File: src/rtl/reaction_game_ctrl_pkg.sv
// Reaction-time game shared definitions:
// display symbol codes, FSM states and the LFSR step.
package reaction_game_ctrl_pkg;

    localparam logic [3:0] SYM_HAPPY   = 4'd10;
    localparam logic [3:0] SYM_NEUTRAL = 4'd11;
    localparam logic [3:0] SYM_SAD     = 4'd12;

    localparam logic [7:0] LFSR_SEED = 8'hA5;

    typedef enum logic [2:0] {
        ST_IDLE   = 3'd0,
        ST_ARM    = 3'd1,
        ST_GO     = 3'd2,
        ST_RESULT = 3'd3,
        ST_FALSE  = 3'd4
    } state_t;

    // Fibonacci x^8+x^6+x^5+x^4+1, shifting towards the MSB
    function automatic logic [7:0] lfsr_next(input logic [7:0] s);
        return {s[6:0], s[7] ^ s[5] ^ s[4] ^ s[3]};
    endfunction

endpackage

File: src/rtl/reaction_game_ctrl_btn_debounce.sv
// Push-button conditioning: 2-FF synchroniser, tick-sampled
// debouncer and a rising-edge press pulse aligned to the tick.
module btn_debounce #(
    parameter int DEBOUNCE_TICKS = 3
) (
    input  logic clk,
    input  logic rst_n,
    input  logic tick,
    input  logic btn_raw,
    output logic press
);

    localparam int CW = $clog2(DEBOUNCE_TICKS + 1);

    logic [1:0]    sync;
    logic          level;
    logic [CW-1:0] cnt;
    logic          flip;

    assign flip  = tick && (sync[1] != level) && (cnt == CW'(DEBOUNCE_TICKS - 1));
    assign press = flip && sync[1];

    always_ff @(posedge clk or negedge rst_n) begin
        if (!rst_n) begin
            sync  <= 2'b00;
            level <= 1'b0;
            cnt   <= '0;
        end else begin
            sync <= {sync[0], btn_raw};
            if (tick) begin
                if (flip) begin
                    level <= sync[1];
                    cnt   <= '0;
                end else if (sync[1] != level) begin
                    cnt <= cnt + CW'(1);
                end else begin
                    cnt <= '0;
                end
            end
        end
    end

endmodule

File: src/rtl/reaction_game_ctrl.sv
// Reaction-time game controller feeding the MAX7219 matrix driver:
// tick prescaler, LFSR delay source and the game FSM.
module reaction_game_ctrl
    import reaction_game_ctrl_pkg::*;
#(
    parameter int TICK_DIV       = 10000,
    parameter int DEBOUNCE_TICKS = 3,
    parameter int MIN_WAIT_TICKS = 100,
    parameter int SHOW_TICKS     = 300
) (
    input  logic       clk,
    input  logic       rst_n,
    input  logic       btn_raw,
    output logic [3:0] digit,
    output logic       display_active,
    output logic [3:0] score,
    output logic       score_valid
);

    localparam int TW = $clog2(TICK_DIV);
    localparam int WW = $clog2(MIN_WAIT_TICKS + 256);
    localparam int HW = $clog2(SHOW_TICKS + 1);

    logic [TW-1:0] tick_cnt;
    logic          tick;
    logic          press;
    logic [7:0]    lfsr;

    state_t        state;
    logic [WW-1:0] wait_cnt;
    logic [3:0]    sub_cnt;
    logic [3:0]    tenths;
    logic [3:0]    res;
    logic          res_new;
    logic [HW-1:0] hold_cnt;

    assign tick = (tick_cnt == TW'(TICK_DIV - 1));

    always_ff @(posedge clk or negedge rst_n) begin
        if (!rst_n)    tick_cnt <= '0;
        else if (tick) tick_cnt <= '0;
        else           tick_cnt <= tick_cnt + TW'(1);
    end

    always_ff @(posedge clk or negedge rst_n) begin
        if (!rst_n) lfsr <= LFSR_SEED;
        else        lfsr <= lfsr_next(lfsr);
    end

    btn_debounce #(
        .DEBOUNCE_TICKS(DEBOUNCE_TICKS)
    ) u_debounce (
        .clk    (clk),
        .rst_n  (rst_n),
        .tick   (tick),
        .btn_raw(btn_raw),
        .press  (press)
    );

    // Outputs are decoded from the current state, so they trail it by one clk
    always_ff @(posedge clk or negedge rst_n) begin
        if (!rst_n) begin
            state          <= ST_IDLE;
            wait_cnt       <= '0;
            sub_cnt        <= '0;
            tenths         <= '0;
            res            <= '0;
            res_new        <= 1'b0;
            hold_cnt       <= '0;
            digit          <= SYM_NEUTRAL;
            display_active <= 1'b1;
            score          <= '0;
            score_valid    <= 1'b0;
        end else begin
            score_valid <= 1'b0;
            case (state)
                ST_IDLE: begin
                    digit          <= SYM_NEUTRAL;
                    display_active <= 1'b1;
                    if (press) begin
                        state    <= ST_ARM;
                        wait_cnt <= WW'(MIN_WAIT_TICKS) + WW'(lfsr);
                    end
                end
                ST_ARM: begin
                    digit          <= SYM_NEUTRAL;
                    display_active <= 1'b0;
                    if (press) begin
                        state    <= ST_FALSE;
                        hold_cnt <= '0;
                    end else if (tick) begin
                        if (wait_cnt == WW'(1)) begin
                            state   <= ST_GO;
                            sub_cnt <= '0;
                            tenths  <= '0;
                        end else begin
                            wait_cnt <= wait_cnt - WW'(1);
                        end
                    end
                end
                ST_GO: begin
                    digit          <= SYM_HAPPY;
                    display_active <= 1'b1;
                    if (press) begin
                        state    <= ST_RESULT;
                        res      <= tenths;
                        res_new  <= 1'b1;
                        hold_cnt <= '0;
                    end else if (tick) begin
                        if (sub_cnt == 4'd9) begin
                            sub_cnt <= '0;
                            if (tenths == 4'd9) begin
                                state    <= ST_RESULT;
                                res      <= 4'd9;
                                res_new  <= 1'b1;
                                hold_cnt <= '0;
                            end else begin
                                tenths <= tenths + 4'd1;
                            end
                        end else begin
                            sub_cnt <= sub_cnt + 4'd1;
                        end
                    end
                end
                ST_RESULT: begin
                    digit          <= res;
                    display_active <= 1'b1;
                    res_new        <= 1'b0;
                    if (res_new) begin
                        score       <= res;
                        score_valid <= 1'b1;
                    end
                    if (press) begin
                        state <= ST_IDLE;
                    end else if (tick) begin
                        if (hold_cnt == HW'(SHOW_TICKS - 1)) state <= ST_IDLE;
                        else hold_cnt <= hold_cnt + HW'(1);
                    end
                end
                ST_FALSE: begin
                    digit          <= SYM_SAD;
                    display_active <= 1'b1;
                    if (tick) begin
                        if (hold_cnt == HW'(SHOW_TICKS - 1)) state <= ST_IDLE;
                        else hold_cnt <= hold_cnt + HW'(1);
                    end
                end
                default: begin
                    state          <= ST_IDLE;
                    digit          <= SYM_NEUTRAL;
                    display_active <= 1'b1;
                end
            endcase
        end
    end

endmodule
File: config.mk
export PLATFORM = sky130hd
export DESIGN_NAME = reaction_game_ctrl
export DESIGN_NICKNAME = d
export VERILOG_FILES = /design/src/rtl/reaction_game_ctrl_pkg.sv /design/src/rtl/reaction_game_ctrl_btn_debounce.sv /design/src/rtl/reaction_game_ctrl.sv
export SDC_FILE = /design/constraint.sdc
export NUM_CORES = 1
export LEC_CHECK = 0
export ABC_AREA = 1
export CAP_MARGIN = 15
export CORE_UTILIZATION = 35
export DETAILED_ROUTE_END_ITERATION = 16
export GPL_TIMING_DRIVEN = 0
export SYNTH_ARGS = -nofsm -noshare
export SYNTH_HDL_FRONTEND = slang
export SYNTH_SLANG_ARGS = --single-unit
File: constraint.sdc
create_clock -name clk -period 3.5 [get_ports clk]
set_input_delay 0.7 -clock clk [delete_from_list [all_inputs] [get_ports clk]]
set_output_delay 0.7 -clock clk [all_outputs]
set_load 0.1 [all_outputs]
==> summary.md, run 1 <==
| Metric | Value |
|---|---|
| Max Cap Viol | `0` |
| Initial Util | `35.8%` |
| Net Count, Synth | `roughly 480` |
| Area Growth Syn to Fin | `13.2%` |
| Drt drc | `0` |
| Slowest stage delay, CP | `1.12 ns` |
| Crit path DAT | `2.01 ns` |
| Slowest cell on the critical path | `clkdlybuf4s50_1` |
| Reg power frac | `a little over half` |
| Io pins | `13` |
| Gr ovfl total | `0` |
| Switching share of power | `21.7%` |
| Outcome | `finished, final reports clean` |
| RSZ-0062 raised after global routing | `no` |
| CTS root buffer | `clkbuf_8` |
| Slew Limit Fails | `0` |
| Setup CP Type | `flop to output pin` |
| Netlist Area Pre-Place | `3880 um2` |
| Final GP Congestion | `between 0.8 and 0.9` |
| GR peak layer | `met2` |
| Met1 Use GR | `roughly 18%` |
| Vias in the first global route | `2,987` |
| DP Cell Count | `615` |
| Worst-path fanout max | `1` |
| Seq/Total Area, Yosys | `46.0%` |
| Post-route clock period utilization | `just under 80%` |
| Core area | `10,800 um2` |
| IO buf count | `12` |
| Placed instance area | `roughly 4200 um2` |
| Top delay family on crit path | `buffers and inverters` |
| Worst clock skew | `0.0114 ns` |
| Post-CTS Setup Bufs | `0` |
| Leakage Power | `2.06 nW` |
| Drt pass-1 iters | `4` |
| Largest net degree at the start of global routing | `~70` |
| Fin. Hold Viols | `0` |
| Shortest period the worst path allows | `2.71 ns` |
| Pint | `between 0.001 and 0.0015 W` |
| DR vias/cell | `just under 5` |
| Power per Cell Area | `357 nW/um2` |
| WP buf/inv | `1` |
| Ys flop type | `dfrtp_1` |
| Clock net sink count | `71` |
| Final net count | `roughly 500` |
| Netlist cell types | `40` |
| Antenna viol nets, final | `0` |
| Chip width | `107 um` |
| Avg Cell Area, Syn | `~8.4 um2` |
| Row cnt | `38` |
| Worst-path clk slew | `0.08 ns` |
| Rel. slew slack | `between 30% and 40%` |
| GR Layer Usage met3 | `3.75%` |
| Clock Power Share | `46.4%` |
| Post-DP HPWL | `around 5300 um` |
| CP Capture Type | `output pin` |
| Diodes inserted | `0` |
| Critical Path, Cell by Cell | `clkdlybuf4s50_1` |
| Number of flops mapped to enable cells by yosys | `0` |
| Initial DRC count | `between 150 and 200` |
| Die ar. | `11,500 um2` |
| First-pass GRT wire length | `13,200 um` |
| CTS Hold Bufs | `0` |
| Yosys warnings | `0` |
| Final instance area | `4400 um2` |
| CTS tree | `built` |
| NetSw | `0.000341 W` |
| Logic pwr share | `1.1%` |
| Resized Gates After CTS | `0` |
| Final setup viols | `0` |
| GR Util met2 | `approximately a quarter` |
| Clock buffer count from CTS | `9` |
| Max VDD drop | `0.227 mV` |
| Detailed-route wire length | `approximately 7400 um` |
| F_max | `369 MHz` |
| Setup TNS | `0 ns` |
| Routed vias | `3,031` |
| Worst endpoint required time | `2.80 ns` |
| Hold WC Path Type | `flop to flop` |
| Share of cells above drive strength 1 | `about 14%` |
| Mapped Cells | `463` |
| Fin cells | `631` |
| Slack of the worst reg-to-reg path | `1.42 ns` |
| Crit start category | `flop` |
| Initial antenna violation count | `0` |
| Slew @ Worst Pin | `around 0.96 ns` |
| Die Y-Extent | `about 110 um` |
| Longest Clk Path Bufs | `2` |
| GR Util All Layers | `14.6%` |
| Later-pin clock latency in the skew report | `about 0.36 ns` |
| WL/cell | `11.7 um` |
| Yosys reg bits | `71` |
| Worst hold slack | `~0.36 ns` |
| H-tree level count | `3` |
| Post-synth ARST share | `100%` |
==> power by group through the flow <==
stage / clock network [W] / registers, W / logic [W]
after floorplan: 0 / 0.000838 / 0.000000621
after global placement: 0 / 0.000838 / 0.0000193
after detailed placement: 0 / 0.000838 / 0.0000192
after CTS: 0.000758 / 0.000822 / 0.0000192
after global routing: 0.000789 / 0.000823 / 0.0000217
final: 0.000727 / 0.000823 / 0.0000175
==> cell usage in the layout (no fill, tap or decap), types with 4 or more instances in the layout <==
cell / netlist / routed
a21oi_1: 13 / 13
o21ai_2: 9 / 9
clkbuf_8: 0 / 9
clkdlybuf4s50_1: 0 / 11
inv_1: 60 / 60
dfstp_2: 8 / 8
nor2_1: 51 / 51
inv_2: 4 / 4
nor2_4: 4 / 4
nand2_1: 100 / 100
o21ai_0: 28 / 28
nand2_2: 7 / 7
nor3_1: 6 / 6
ha_1: 10 / 10
xnor2_1: 6 / 6
nand4_1: 7 / 7
nor2_2: 4 / 4
dfrtp_1: 63 / 63
xor2_1: 13 / 13
nand3_1: 32 / 32
o22ai_1: 4 / 4
==> layer usage <==
metal  share of wire (%)  vias up
li1                    -     1542
met1                  47     1431
met2                  47       42
met3                 4.1       16
met4                 2.2        0
met5                   0        -
==> flip-flops by register name (all words and copies together) (netlist names) <==
signal and count:
tenths 4, hold_cnt 9, sub_cnt 4, score_valid 1, tick_cnt 14, u_debounce.level 1
score 4, digit 4, u_debounce.cnt 2, res 4, u_debounce.sync 2, lfsr 8
wait_cnt 9, res_new 1, display_active 1, state 3
==> cells in the mapped netlist, types with 7 or more instances <==
cell type / instances / area [um2]
a21oi_1: 13 / 65.1
dfrtp_1: 63 / 1580
dfstp_2: 8 / 210
ha_1: 10 / 125
inv_1: 60 / 225
nand2_1: 100 / 375
nand2_2: 7 / 43.8
nand3_1: 32 / 160
nand4_1: 7 / 43.8
nor2_1: 51 / 191
o21ai_0: 28 / 140
o21ai_2: 9 / 78.8
xor2_1: 13 / 114
==> worst paths after layout <==
kind / start / to / cells past startpoint
worst min register to register: u_debounce.sync[0] / u_debounce.sync[1] / 0
worst max-delay path: digit[1] / digit[1] / 1
worst max register to register: tick_cnt[0] / hold_cnt[1] / 11
min in group asynchronous: rst_n / tick_cnt[6] / 1
worst min-delay path: u_debounce.sync[0] / u_debounce.sync[1] / 0
max in group asynchronous: rst_n / tick_cnt[0] / 1
==> worst register-to-register path, cell delays in order, from the launching register on <==
cell and delay (ns):
dfrtp_1 0.38, ha_1 0.21, nand2_2 0.10, nor2_8 0.15, nand3_4 0.08, nor2_4 0.22, nand4_1 0.30, nor2_2 0.23
nor2_4 0.10, nand3_4 0.15, nand2_1 0.07, nand2_1 0.06
==> kinds of logic after synthesis <==
family                     after synthesis  share of synthesized area (%)
AOI/OAI and AO/OA                       63                           9.70
and+or+nand+nor                        227                           28.4
xor gates and xnor gates                19                           4.28
adders and majority gates               10                           3.22
buffers and inverters                   70                           7.57
muxes                                    3                          0.773
DFF                                     71                           46.0
==> per-stage QoR <==
step	utilization [%]	power [W]	setup WS, ns
floorplan	-	0.000839	1.74
global placement	38.6	0.000858	-0.702
detailed placement	38.5	0.000858	1.18
CTS	40.5	0.00160	0.769
global route	40.5	0.00163	0.752
finish	40.5	0.00157	0.794
==> layout make-up <==
cell class | count | area [um2]
plain buffers | 4 | 46.3
clock buffers | 9 | 124
clock inverters | 7 | 95.1
fillers | 1101 | 6440
inverters | 66 | 248
multi-input cells | 322 | 1800
flip-flops and latches | 71 | 1790
well taps | 140 | 175
repair buffers | 12 | 118
No activity file was read; power rests on OpenSTA's default activity.
==> run 2, diff against run 1 <==
==> constraint.sdc (replaced) <==
create_clock -name clk -period 2.6 [get_ports clk]
set_input_delay 0.52 -clock clk [delete_from_list [all_inputs] [get_ports clk]]
set_output_delay 0.52 -clock clk [all_outputs]
set_load 0.1 [all_outputs]
==> results of run 2 <==
The final DEF is identical to that of run 1. Status: finished, final reports clean.
Main changes from that run: setup slack after placement 1.18 ns -> 0.464 ns; setup slack after layout 0.794 ns -> 0.0736 ns; hold slack 0.361 ns -> 0.248 ns; register-to-register setup slack 1.42 ns -> 0.52 ns; total power 0.00157 W -> 0.00211 W; worst IR drop on VDD 0.227 mV -> 0.305 mV
